--- src/rtl/int_div_arbiter.sv ---
// int_div_arbiter
//   Shares one multi-cycle integer divide/remainder unit between two requesters.
//   One operation is in flight at a time: accept -> ISSUE (div_start) -> WAIT
//   (div_done or watchdog) -> RESP (valid/ready) -> IDLE.
//
// Ports
//   clk, rst, clear           : clock, synchronous active-high reset, pipeline flush
//   req_valid/req_ready       : per-requester handshake (bit n = requester n)
//   req_op/req_a/req_b/req_rd : per-requester operands, packed {req1, req0}
//   rsp_*                     : buffered response to the owning requester
//   div_*                     : divider start/clear, latched operands, done/result/flags
//   busy, busy_rd             : occupancy and destination register in flight
//   issue_cnt                 : saturating accept counters, packed {req1, req0}
//
// Build option
//   INT_DIV_ARB_RR_EN defined  : round-robin arbitration between the two requesters.
//   INT_DIV_ARB_RR_EN undefined: fixed priority, requester 0 always wins.

module int_div_arbiter #(
    parameter int unsigned WIDTH   = 32,
    parameter int unsigned TIMEOUT = 64,
    parameter int unsigned CNT_W   = 16
) (
    input  logic                 clk,
    input  logic                 rst,
    input  logic                 clear,
    input  logic [1:0]           req_valid,
    output logic [1:0]           req_ready,
    input  logic [3:0]           req_op,
    input  logic [2*WIDTH-1:0]   req_a,
    input  logic [2*WIDTH-1:0]   req_b,
    input  logic [9:0]           req_rd,
    output logic                 rsp_valid,
    input  logic                 rsp_ready,
    output logic                 rsp_id,
    output logic [WIDTH-1:0]     rsp_data,
    output logic [4:0]           rsp_rd,
    output logic                 rsp_dbz,
    output logic                 rsp_ovf,
    output logic                 rsp_err,
    output logic                 div_start,
    output logic [1:0]           div_op,
    output logic [WIDTH-1:0]     div_a,
    output logic [WIDTH-1:0]     div_b,
    output logic [4:0]           div_rd,
    output logic                 div_clear,
    input  logic                 div_done,
    input  logic [WIDTH-1:0]     div_result,
    input  logic                 div_dbz,
    input  logic                 div_ovf,
    output logic                 busy,
    output logic [4:0]           busy_rd,
    output logic [2*CNT_W-1:0]   issue_cnt
);

    typedef enum logic [1:0] {StIdle, StIssue, StWait, StResp} state_e;

    localparam int unsigned    WdW    = (TIMEOUT > 1) ? $clog2(TIMEOUT) : 1;
    localparam logic [WdW-1:0] WdLast = WdW'(TIMEOUT - 1);

    state_e             state_q, state_d;
    logic [1:0]         op_q, op_d;
    logic [WIDTH-1:0]   a_q, a_d, b_q, b_d;
    logic [4:0]         rd_q, rd_d;
    logic               id_q, id_d;
    logic [WdW-1:0]     wd_q, wd_d;
    logic [WIDTH-1:0]   data_q, data_d;
    logic               dbz_q, dbz_d, ovf_q, ovf_d, err_q, err_d;
    logic [CNT_W-1:0]   cnt0_q, cnt0_d, cnt1_q, cnt1_d;
    logic               gnt;

`ifdef INT_DIV_ARB_RR_EN
    logic last_grant_q, last_grant_d;
    // Contention goes to whoever did not win last; reset value 1 favours requester 0.
    always_comb gnt = (&req_valid) ? ~last_grant_q : req_valid[1];
`else
    always_comb gnt = ~req_valid[0];
`endif

    always_comb begin
        state_d   = state_q;
        op_d      = op_q;
        a_d       = a_q;
        b_d       = b_q;
        rd_d      = rd_q;
        id_d      = id_q;
        wd_d      = wd_q;
        data_d    = data_q;
        dbz_d     = dbz_q;
        ovf_d     = ovf_q;
        err_d     = err_q;
        cnt0_d    = cnt0_q;
        cnt1_d    = cnt1_q;
`ifdef INT_DIV_ARB_RR_EN
        last_grant_d = last_grant_q;
`endif
        req_ready = 2'b00;
        div_start = 1'b0;
        div_clear = 1'b0;

        if (clear) begin
            // Flush: drop whatever is in flight; only an active divider needs clearing.
            div_clear = (state_q == StIssue) || (state_q == StWait);
            state_d   = StIdle;
        end else begin
            unique case (state_q)
                StIdle: begin
                    if (|req_valid) begin
                        req_ready = gnt ? 2'b10 : 2'b01;
                        op_d      = gnt ? req_op[3:2] : req_op[1:0];
                        a_d       = gnt ? req_a[2*WIDTH-1:WIDTH] : req_a[WIDTH-1:0];
                        b_d       = gnt ? req_b[2*WIDTH-1:WIDTH] : req_b[WIDTH-1:0];
                        rd_d      = gnt ? req_rd[9:5] : req_rd[4:0];
                        id_d      = gnt;
                        if (gnt) begin
                            if (cnt1_q != '1) cnt1_d = cnt1_q + 1'b1;
                        end else begin
                            if (cnt0_q != '1) cnt0_d = cnt0_q + 1'b1;
                        end
`ifdef INT_DIV_ARB_RR_EN
                        last_grant_d = gnt;
`endif
                        state_d   = StIssue;
                    end
                end
                StIssue: begin
                    div_start = 1'b1;
                    wd_d      = '0;
                    state_d   = StWait;
                end
                StWait: begin
                    // A real completion beats a watchdog expiring in the same cycle.
                    if (div_done) begin
                        data_d  = div_result;
                        dbz_d   = div_dbz;
                        ovf_d   = div_ovf;
                        err_d   = 1'b0;
                        state_d = StResp;
                    end else if (wd_q == WdLast) begin
                        div_clear = 1'b1;
                        data_d    = '0;
                        dbz_d     = 1'b0;
                        ovf_d     = 1'b0;
                        err_d     = 1'b1;
                        state_d   = StResp;
                    end else begin
                        wd_d = wd_q + 1'b1;
                    end
                end
                StResp: begin
                    if (rsp_ready) state_d = StIdle;
                end
                default: state_d = StIdle;
            endcase
        end

        // The divider shares this reset, so no pulses go out while it is asserted.
        if (rst) begin
            req_ready = 2'b00;
            div_start = 1'b0;
            div_clear = 1'b0;
        end
    end

    always_ff @(posedge clk) begin
        if (rst) begin
            state_q <= StIdle;
            op_q    <= '0;
            a_q     <= '0;
            b_q     <= '0;
            rd_q    <= '0;
            id_q    <= 1'b0;
            wd_q    <= '0;
            data_q  <= '0;
            dbz_q   <= 1'b0;
            ovf_q   <= 1'b0;
            err_q   <= 1'b0;
            cnt0_q  <= '0;
            cnt1_q  <= '0;
`ifdef INT_DIV_ARB_RR_EN
            last_grant_q <= 1'b1;
`endif
        end else begin
            state_q <= state_d;
            op_q    <= op_d;
            a_q     <= a_d;
            b_q     <= b_d;
            rd_q    <= rd_d;
            id_q    <= id_d;
            wd_q    <= wd_d;
            data_q  <= data_d;
            dbz_q   <= dbz_d;
            ovf_q   <= ovf_d;
            err_q   <= err_d;
            cnt0_q  <= cnt0_d;
            cnt1_q  <= cnt1_d;
`ifdef INT_DIV_ARB_RR_EN
            last_grant_q <= last_grant_d;
`endif
        end
    end

    always_comb begin
        busy      = (state_q != StIdle);
        busy_rd   = busy ? rd_q : 5'd0;
        rsp_valid = (state_q == StResp);
        rsp_id    = id_q;
        rsp_data  = data_q;
        rsp_rd    = rd_q;
        rsp_dbz   = dbz_q;
        rsp_ovf   = ovf_q;
        rsp_err   = err_q;
        div_op    = op_q;
        div_a     = a_q;
        div_b     = b_q;
        div_rd    = rd_q;
        issue_cnt = {cnt1_q, cnt0_q};
    end

endmodule
--- config.mk ---
export PLATFORM = sky130hd
export DESIGN_NAME = int_div_arbiter
export DESIGN_NICKNAME = d
export VERILOG_FILES = /design/src/rtl/int_div_arbiter.sv
export SDC_FILE = /design/constraint.sdc
export NUM_CORES = 1
export LEC_CHECK = 0
export ABC_AREA = 1
export CORE_MARGIN = 2
export CORE_UTILIZATION = 41
export CTS_CLUSTER_DIAMETER = 100
export CTS_CLUSTER_SIZE = 20
export DETAILED_ROUTE_END_ITERATION = 6
export PLACE_DENSITY = 0.87
export SETUP_SLACK_MARGIN = 0.15
export SKIP_CTS_REPAIR_TIMING = 1
export SLEW_MARGIN = 20
export SYNTH_ARGS = -nofsm -noshare
export SYNTH_HDL_FRONTEND = slang
export SYNTH_SLANG_ARGS = --single-unit
--- constraint.sdc ---
create_clock -name clk -period 2.3 [get_ports clk]
set_input_delay 0.46 -clock clk [delete_from_list [all_inputs] [get_ports clk]]
set_output_delay 0.46 -clock clk [all_outputs]
set_load 0.1 [all_outputs]
Word-level counts from Yosys, hierarchy flattened
Cells that the tools add are included.
{"block": "totals", "reg_bits": 147, "inputBits": 183, "output_inout_bits": 155}
{"block": "classes", "add_sub_neg": 3, "n_eq_ne": 11, "n_mux": 33, "bitwise_logic": 2, "reduce_logical": 13}
{"cell": "32-bit two-way mux", "count": 4}
{"cell": "16-bit by 1-bit adder with 16-bit output (second input constant)", "count": 2}
{"cell": "16-bit inequality test (second input constant)", "count": 2}
{"cell": "2-bit two-way mux", "count": 10}
{"cell": "1-bit two-way mux", "count": 13}
{"cell": "6-bit two-way mux", "count": 2}
{"cell": "6-bit case mux with 2 select lines", "count": 1}
{"cell": "5-bit two-way mux", "count": 2}
{"cell": "5-bit AND reduction", "count": 2}
{"cell": "3-bit AND reduction", "count": 3}
{"cell": "2-bit case mux with 4 select lines", "count": 1}
{"cell": "6-bit by 1-bit adder with 6-bit output (second input constant)", "count": 1}
{"cell": "6-bit equality test (second input constant)", "count": 1}
{"cell": "2-bit inequality test (second input constant)", "count": 3}
{"cell": "2-bit nonzero test", "count": 3}
{"cell": "2-bit equality test (second input constant)", "count": 2}
{"cell": "4-bit AND reduction", "count": 1}
{"cell": "2-bit OR reduction", "count": 2}
{"cell": "3-bit by 2-bit inequality test with 1-bit output (second input constant)", "count": 1}
{"cell": "2-bit by 1-bit equality test with 1-bit output (second input constant)", "count": 1}
{"cell": "2-bit zero test", "count": 1}
{"cell": "2-bit by 1-bit inequality test with 1-bit output (second input constant)", "count": 1}
{"cell": "1-bit NOT", "count": 2}
{"cell": "1-bit logical OR", "count": 1}

Logic depth before layout (Yosys ltp)
Gate-level depths: netlist of the first run.
{"block": "logic_depth", "ltp_word": 6, "ltp_mapped": 11, "ltp_nobuf": 10}

Least setup slack after synthesis of the first run
Ideal clock, no wire load.
{"block": "synth_path", "path_type": "input -> output", "from": "input rst", "to": "output div_start", "arrival_ns": 2.678, "path_slack_ns": -0.838, "path_stages": 2, "path_buffers": 1, "cell_sequence": "clkbuf_1 nor3_1"}
{"block": "synth_between", "elab_chain_len": 1}
{"element": "start, declared", "line_no": "25", "text": "input logic rst,"}
{"element": "1-bit two-way mux", "line_no": "158", "text": "if (rst) begin"}
{"element": "end, declared", "line_no": "41", "text": "output logic div_start,"}
Every way passes these cells.

Final worst setup path of the first run
{"block": "layout_path", "from": "register state_q[0]", "to": "output req_ready[1]"}
{"block": "layout_between", "elab_chain_len": 4}
{"element": "start, declared", "line_no": "61", "text": "state_e state_q, state_d;"}
{"element": "start signal, assigned", "line_no": "167", "text": "state_q <= StIdle;"}
{"element": "start signal, assigned", "line_no": "184", "text": "state_q <= state_d;"}
{"element": "2-bit zero test", "line_no": "106", "text": "unique case (state_q)"}
{"element": "2-bit two-way mux", "line_no": "106"}
{"element": "2-bit two-way mux", "line_no": "101", "text": "if (clear) begin"}
{"element": "2-bit two-way mux", "line_no": "158"}
{"element": "end, declared", "line_no": "28", "text": "output logic [1:0] req_ready,"}
Every way passes these cells.

==> results.yml, run 1 <==
logic_synthesis:
  yosysMostFrequentCell: "nand2_1"
  synth_top_area_frac: 0.433
  ys_ff_latch: 147
  postSynthAreaPerCell_um2: 7.14
  ys_seq_area_frac: 0.433
  synthDistinctLibCells: 32
  yosys-top-cells-count: "260 x nand2_1, 147 x dfxtp_1, 113 x o21ai_0, 98 x nor2_1, 71 x a31oi_1"
  yosysWarnings: 0
  synthFlopType: "dfxtp_1"
  synthesis.nets: 1141
  syn-instance-count: 951
  synth_edf_count: 0
  syn_area_um2: 6790
  synthArstFlopShare: 0
  synth_top_area_cell: "dfxtp_1"
  synth.top_cells.by_area: "dfxtp_1 43%, nand2_1 14%, o21ai_0 8.3%, a31oi_1 6.5%, nor2_1 5.4%"
clock_tree:
  clock_latency_ps: 410
  cts_max_path_buffers: 2
  cts.sink_count: 147
  cts_tree: "yes"
  numCtsBuffers: 17
  clk_pin_slew_ps: 60
  h-tree-depth: 4
  cts-root-buf: "clkbuf_16"
flow_run:
  cap_violations: 0
place:
  place_ws_ps: 122
  dpl.hpwl_um: 16000
  place_area_um2: 10000
  io_buffers: 337
  gp_congestion: 0.876
setup_path:
  cp.required_ps: 1840
  worst_ep_arrival_time_ps: 1670
  critical_path_peak_fanout: 4
  r2r-start: "cnt0_q[0]$_SDFFE_PP0P_"
  endpoint_kind: "primary output"
  r2r_slack_ps: 370
  crit_type: "flop to primary output"
  r2r_end: "cnt0_q[0]$_SDFFE_PP0P_"
  reg2reg_depth: 8
  crit_path_start_kind: "flop"
routing:
  drc: 0
  wl_um: 22500
  vias: 7743
  dr.pass1.iters: 7
  routedWlPerCell_um: 15.1
  ant_nets: 0
  drt_iter0_drc: 482
  viasPerCell: 5.19
sta:
  hold_ws_ps: 454
  slew_headroom: 0.493
  rsz0062_at_grt: "yes"
  slew_viol_final: 0
  hold_violations: 0
  fin_crit_ps: 2130
  worst_pin_slew_ps: 761
  skew_ps: 10.2
  final.period_utilization: 0.927
  max_freq_ghz: 0.469
  setup_violations: 0
  fin_ws_ps: 168
power_and_ir_drop:
  irDropWorstVdd_mv: 0.525
  p_clk_frac: 0.338
  power_mw: 7.68
  powerDensity_nw_per_um2: 720
  p_int_mw: 4.80
  pwr-share-comb: 0.298
  switching_share: 0.374
  pwr-share-seq: 0.363
  leakagePower_nw: 4.43
  switchingPower_mw: 2.88
finish:
  nFillCells: 1369
  synthToLayoutAreaGrowth_pct: 57.1
  stdcell_area_um2: 10700
  antenna_cells: 0
  final_net_count: 1448
  final_util: 0.650
  drive_above_1_share: 0.215
global_route:
  grt_pass1_wl_um: 35200
  grt_max_degree: 143
  antenna_found_initial: 0
  grt_pass1_vias: 7130
  grt_usage: 0.246
  gr-total-overflow: 0
floorplanning:
  ios: 338
  core_um2: 16400
  row_count: 47
  start_util: 0.414
  die_area_um2: 17600
  die_h_um: 133
  fp.dieW_um: 133
hold_path:
  min_path_type: "primary input to flop"
  hp-start: "clear"
  holdPathEnd: "state_q[0]$_SDFFE_PP0P_"
  worstHoldPathCells: 4
run_status:
  status: "completed"
-- cell usage in the layout, fill, tap and decap left out, types with 2 or more instances in the layout --
| master | n |
|---|---|
| dfxtp_2 | 12 |
| buf_4 | 161 |
| nand2_2 | 11 |
| clkinv_2 | 3 |
| clkinv_4 | 5 |
| ha_1 | 5 |
| nand2_1 | 259 |
| nor2_2 | 7 |
| o21ai_1 | 2 |
| nor2_4 | 11 |
| nand3_1 | 23 |
| inv_2 | 7 |
| xor2_1 | 8 |
| o21ai_0 | 113 |
| dfxtp_1 | 135 |
| buf_12 | 12 |
| clkbuf_8 | 2 |
| clkinvlp_4 | 2 |
| o21a_1 | 4 |
| ha_4 | 2 |
| nand4_1 | 9 |
| clkdlybuf4s50_1 | 180 |
| nand2_4 | 2 |
| xnor2_1 | 4 |
| inv_1 | 34 |
| nor2_1 | 90 |
| clkbuf_16 | 17 |
| a31oi_1 | 71 |
| inv_6 | 3 |
| a21oi_2 | 10 |
| nand3_2 | 2 |
| a21oi_1 | 56 |
-- worst max-delay path by stage --
stage | start | endpoint | slack [ps] | cells after the start
2_1_floorplan | div_rd[4]$_SDFFE_PP0P_ | busy_rd[4] | -60 | 2
3_3_place_gp | div_done | rsp_data[27]$_SDFFE_PP0P_ | 180 | 7
3_5_place_dp | div_done | rsp_data[11]$_SDFFE_PP0P_ | 120 | 7
4_1_cts | state_q[0]$_SDFFE_PP0P_ | req_ready[1] | -30 | 7
5_1_grt | state_q[0]$_SDFFE_PP0P_ | req_ready[1] | 100 | 7
6_report | state_q[0]$_SDFFE_PP0P_ | req_ready[1] | 170 | 7
-- stage by stage --
| step | setup TNS (ps) | instances |
|---|---|---|
| floorplan | -61.5 | 951 |
| global placement | 0 | 1454 |
| detailed placement | 0 | 1454 |
| CTS | -31.7 | 1486 |
| global route | 0 | 1491 |
| finish | 0 | 1491 |
-- power groups by stage --
stage	logic [mW]	registers (mW)	clock network, mW
after CTS	2.28	2.79	2.64
after global placement	2.26	2.84	0
after detailed placement	2.27	2.84	0
after floorplan	0.564	3.84	0
after global routing	2.39	2.81	2.75
final	2.29	2.79	2.60
-- layout make-up --
type	instances	area, um2	share of cell area
timing repair buffer	355	3270	0.306
clock buffer	19	453	0.0424
multi-input combinational	696	3460	0.325
clock inverter	13	100	0.00938
sequential	147	2960	0.277
inverter	41	154	0.0144
tap	220	275	0.0258
-- cell families after synthesis --
family,Yosys count,share of synthesized area
xor gates and xnor gates,12,0.0155
and+or+nand+nor,416,0.252
DFF,147,0.433
AOI/OAI and AO/OA,261,0.216
buffers and inverters,108,0.0704
adders and majority gates,7,0.0129
-- metal layers --
layer | wire length (um) | GRT usage | share of wire
met5 | 0 | 0 | 0
met4 | 653 | 0.0944 | 0.029
met3 | 1750 | 0.0739 | 0.078
met2 | 11300 | 0.435 | 0.50
met1 | 8810 | 0.279 | 0.39
-- critical path, cell delays in order, from the launching register on --
cell and delay [ps]:
dfxtp_2 330, inv_2 80, ha_4 170, nand2_4 80
nor2_4 170, nand2_4 100, nor2_4 150, buf_12 180
-- sequential cells by signal (all words and copies together), names as in the netlist --
register / count
rsp_data: 32
state_q: 2
wd_q: 6
cnt0_q: 16
rsp_dbz: 1
div_op: 2
div_rd: 5
div_b: 32
div_a: 32
rsp_ovf: 1
rsp_id: 1
cnt1_q: 16
rsp_err: 1
(Power assumes the default switching activity.)
==> inputs of run 2 (changes only) <==
--- a/config.mk
+++ b/config.mk
@@ -6,6 +6,7 @@
 export NUM_CORES = 1
 export LEC_CHECK = 0
 export ABC_AREA = 1
+export ABC_CLOCK_PERIOD_IN_PS = 2300
 export CORE_MARGIN = 2
 export CORE_UTILIZATION = 41
 export CTS_CLUSTER_DIAMETER = 100
==> results of run 2 <==
Same layout as run 1: the final DEF is identical, and so are final timing and power.
==> inputs of run 3 (changes only) <==
--- a/config.mk
+++ b/config.mk
@@ -7,7 +7,6 @@
 export LEC_CHECK = 0
 export ABC_AREA = 1
 export ABC_CLOCK_PERIOD_IN_PS = 2300
-export CORE_MARGIN = 2
 export CORE_UTILIZATION = 41
 export CTS_CLUSTER_DIAMETER = 100
 export CTS_CLUSTER_SIZE = 20
==> run 3 against run 2 <==
- final cell count is 0.27% lower
- routed wire length shrank 1.3%
- non-clock buffer count shrank 1
- sequential share of layout area shrank 0.22 points
- utilization grew 2.2 points
- clock-buffer cell count is 1 lower
- cell area rose by 0.80%
- sequential power hardly changed
- global-route usage increased by 0.67 points
- first-iteration DRC count is 4.1% lower
- sequential cell count stayed put
- critical endpoint unchanged
==> results.yml, run 3 (synthesis gave the netlist of run 1 again) <==
floorplanning:
  die_area_um2: 17100
  start_util: 0.424
  ios: 338
  row_count: 46
  core_um2: 16000
  fp.dieW_um: 131
  die_h_um: 131
setup_path:
  reg2reg_depth: 8
  critical_path_peak_fanout: 4
  r2r-start: "cnt0_q[0]$_SDFFE_PP0P_"
  r2r_end: "cnt0_q[11]$_SDFFE_PP0P_"
  worst_ep_arrival_time_ps: 1640
  crit_path_start_kind: "flop"
  r2r_slack_ps: 440
  cp.required_ps: 1840
  endpoint_kind: "primary output"
  crit_type: "flop to primary output"
sta:
  fin_crit_ps: 2100
  slew_viol_final: 0
  worst_pin_slew_ps: 766
  slew_headroom: 0.489
  max_freq_ghz: 0.477
  skew_ps: 8.25
  fin_ws_ps: 202
  final.period_utilization: 0.912
  rsz0062_at_grt: "yes"
  setup_violations: 0
  setup_tns_ps: 0
  hold_violations: 0
clock_tree:
  h-tree-depth: 4
  clk_pin_slew_ps: 60
  cts-root-buf: "clkbuf_16"
  clock_latency_ps: 420
  cts_tree: "yes"
  cts.sink_count: 147
  numCtsBuffers: 17
  cts_max_path_buffers: 2
global_route:
  antenna_found_initial: 1
  grt_pass1_vias: 6895
  grt_pass1_wl_um: 33500
  gr-total-overflow: 0
  grt_usage: 0.253
  grt_max_degree: 143
routing:
  drc: 0
  dr.pass1.iters: 5
  routedWlPerCell_um: 14.9
  vias: 7593
  ant_nets: 0
  wl_um: 22200
  viasPerCell: 5.11
  drt_iter0_drc: 462
place:
  place_ws_ps: 107
  gp_congestion: 0.826
  io_buffers: 337
  dpl.hpwl_um: 15400
power_and_ir_drop:
  irDropWorstVdd_mv: 0.511
  powerDensity_nw_per_um2: 764
  leakagePower_nw: 4.48
  power_mw: 8.21
finish:
  synthToLayoutAreaGrowth_pct: 58.4
  final_cell_mix: "259 x nand2_1, 179 x clkdlybuf4s50_1, 159 x buf_4"
  drive_above_1_share: 0.215
  final_util: 0.672
  final_common_cell: "nand2_1"
  final_net_count: 1447
hold_path:
  hp-start: "rst"
  min_path_type: "primary input to flop"
  holdPathEnd: "rsp_data[30]$_SDFFE_PP0P_"
  worstHoldPathCells: 2
flow_run:
  cap_violations: 0
run_status:
  status: "completed"
==> run 3: per-stage QoR <==
step	hold slack, ps	cell area, um2	cells
2_1_floorplan	495	6860	951
3_3_place_gp	454	10000	1451
3_5_place_dp	462	10000	1451
4_1_cts	405	10700	1483
5_1_grt	409	10800	1487
6_report	417	10800	1487
==> run 3: worst max path at each step <==
stage | from | endpoint | depth (start not counted)
6_report | state_q[0]$_SDFFE_PP0P_ | req_ready[1] | 7
5_1_grt | state_q[0]$_SDFFE_PP0P_ | req_ready[1] | 7
4_1_cts | clear | req_ready[1] | 7
3_5_place_dp | clear | req_ready[1] | 7
3_3_place_gp | clear | req_ready[1] | 7
2_1_floorplan | div_rd[4]$_SDFFE_PP0P_ | busy_rd[4] | 2
==> run 3: worst max-delay path: stages (launching register included) <==
cell	delay (ps)
dfxtp_2	330
inv_2	90
ha_4	150
nand2_2	90
nor2_4	180
nand2_4	90
nor2_4	100
buf_12	180
==> run 3: final cells by class <==
type / count / area [um2]
Clock inverter: 14 / 225
Tap cell: 216 / 270
Sequential cell: 147 / 2960
Inverter: 41 / 154
Antenna cell: 1 / 2.50
Clock buffer: 18 / 439
Timing Repair Buffer: 354 / 3260
Multi-Input combinational cell: 696 / 3450
Fill cell: 1334 / 5240
==> run 3: report_power, final <==
part	switching (mW)	internal, mW	total (mW)
clock	1.17	1.97	3.14
sequential	0.0948	2.70	2.79
combinational	1.63	0.649	2.28
total	2.89	5.32	8.21
==> run 3: routing by layer <==
metal / global-route usage / vias to the layer above / routed length (um)
li1: - / 3783 / -
met1: 0.272 / 3462 / 8490
met2: 0.437 / 299 / 11100
met3: 0.0949 / 49 / 1860
met4: 0.121 / 0 / 811
met5: 0 / - / 0
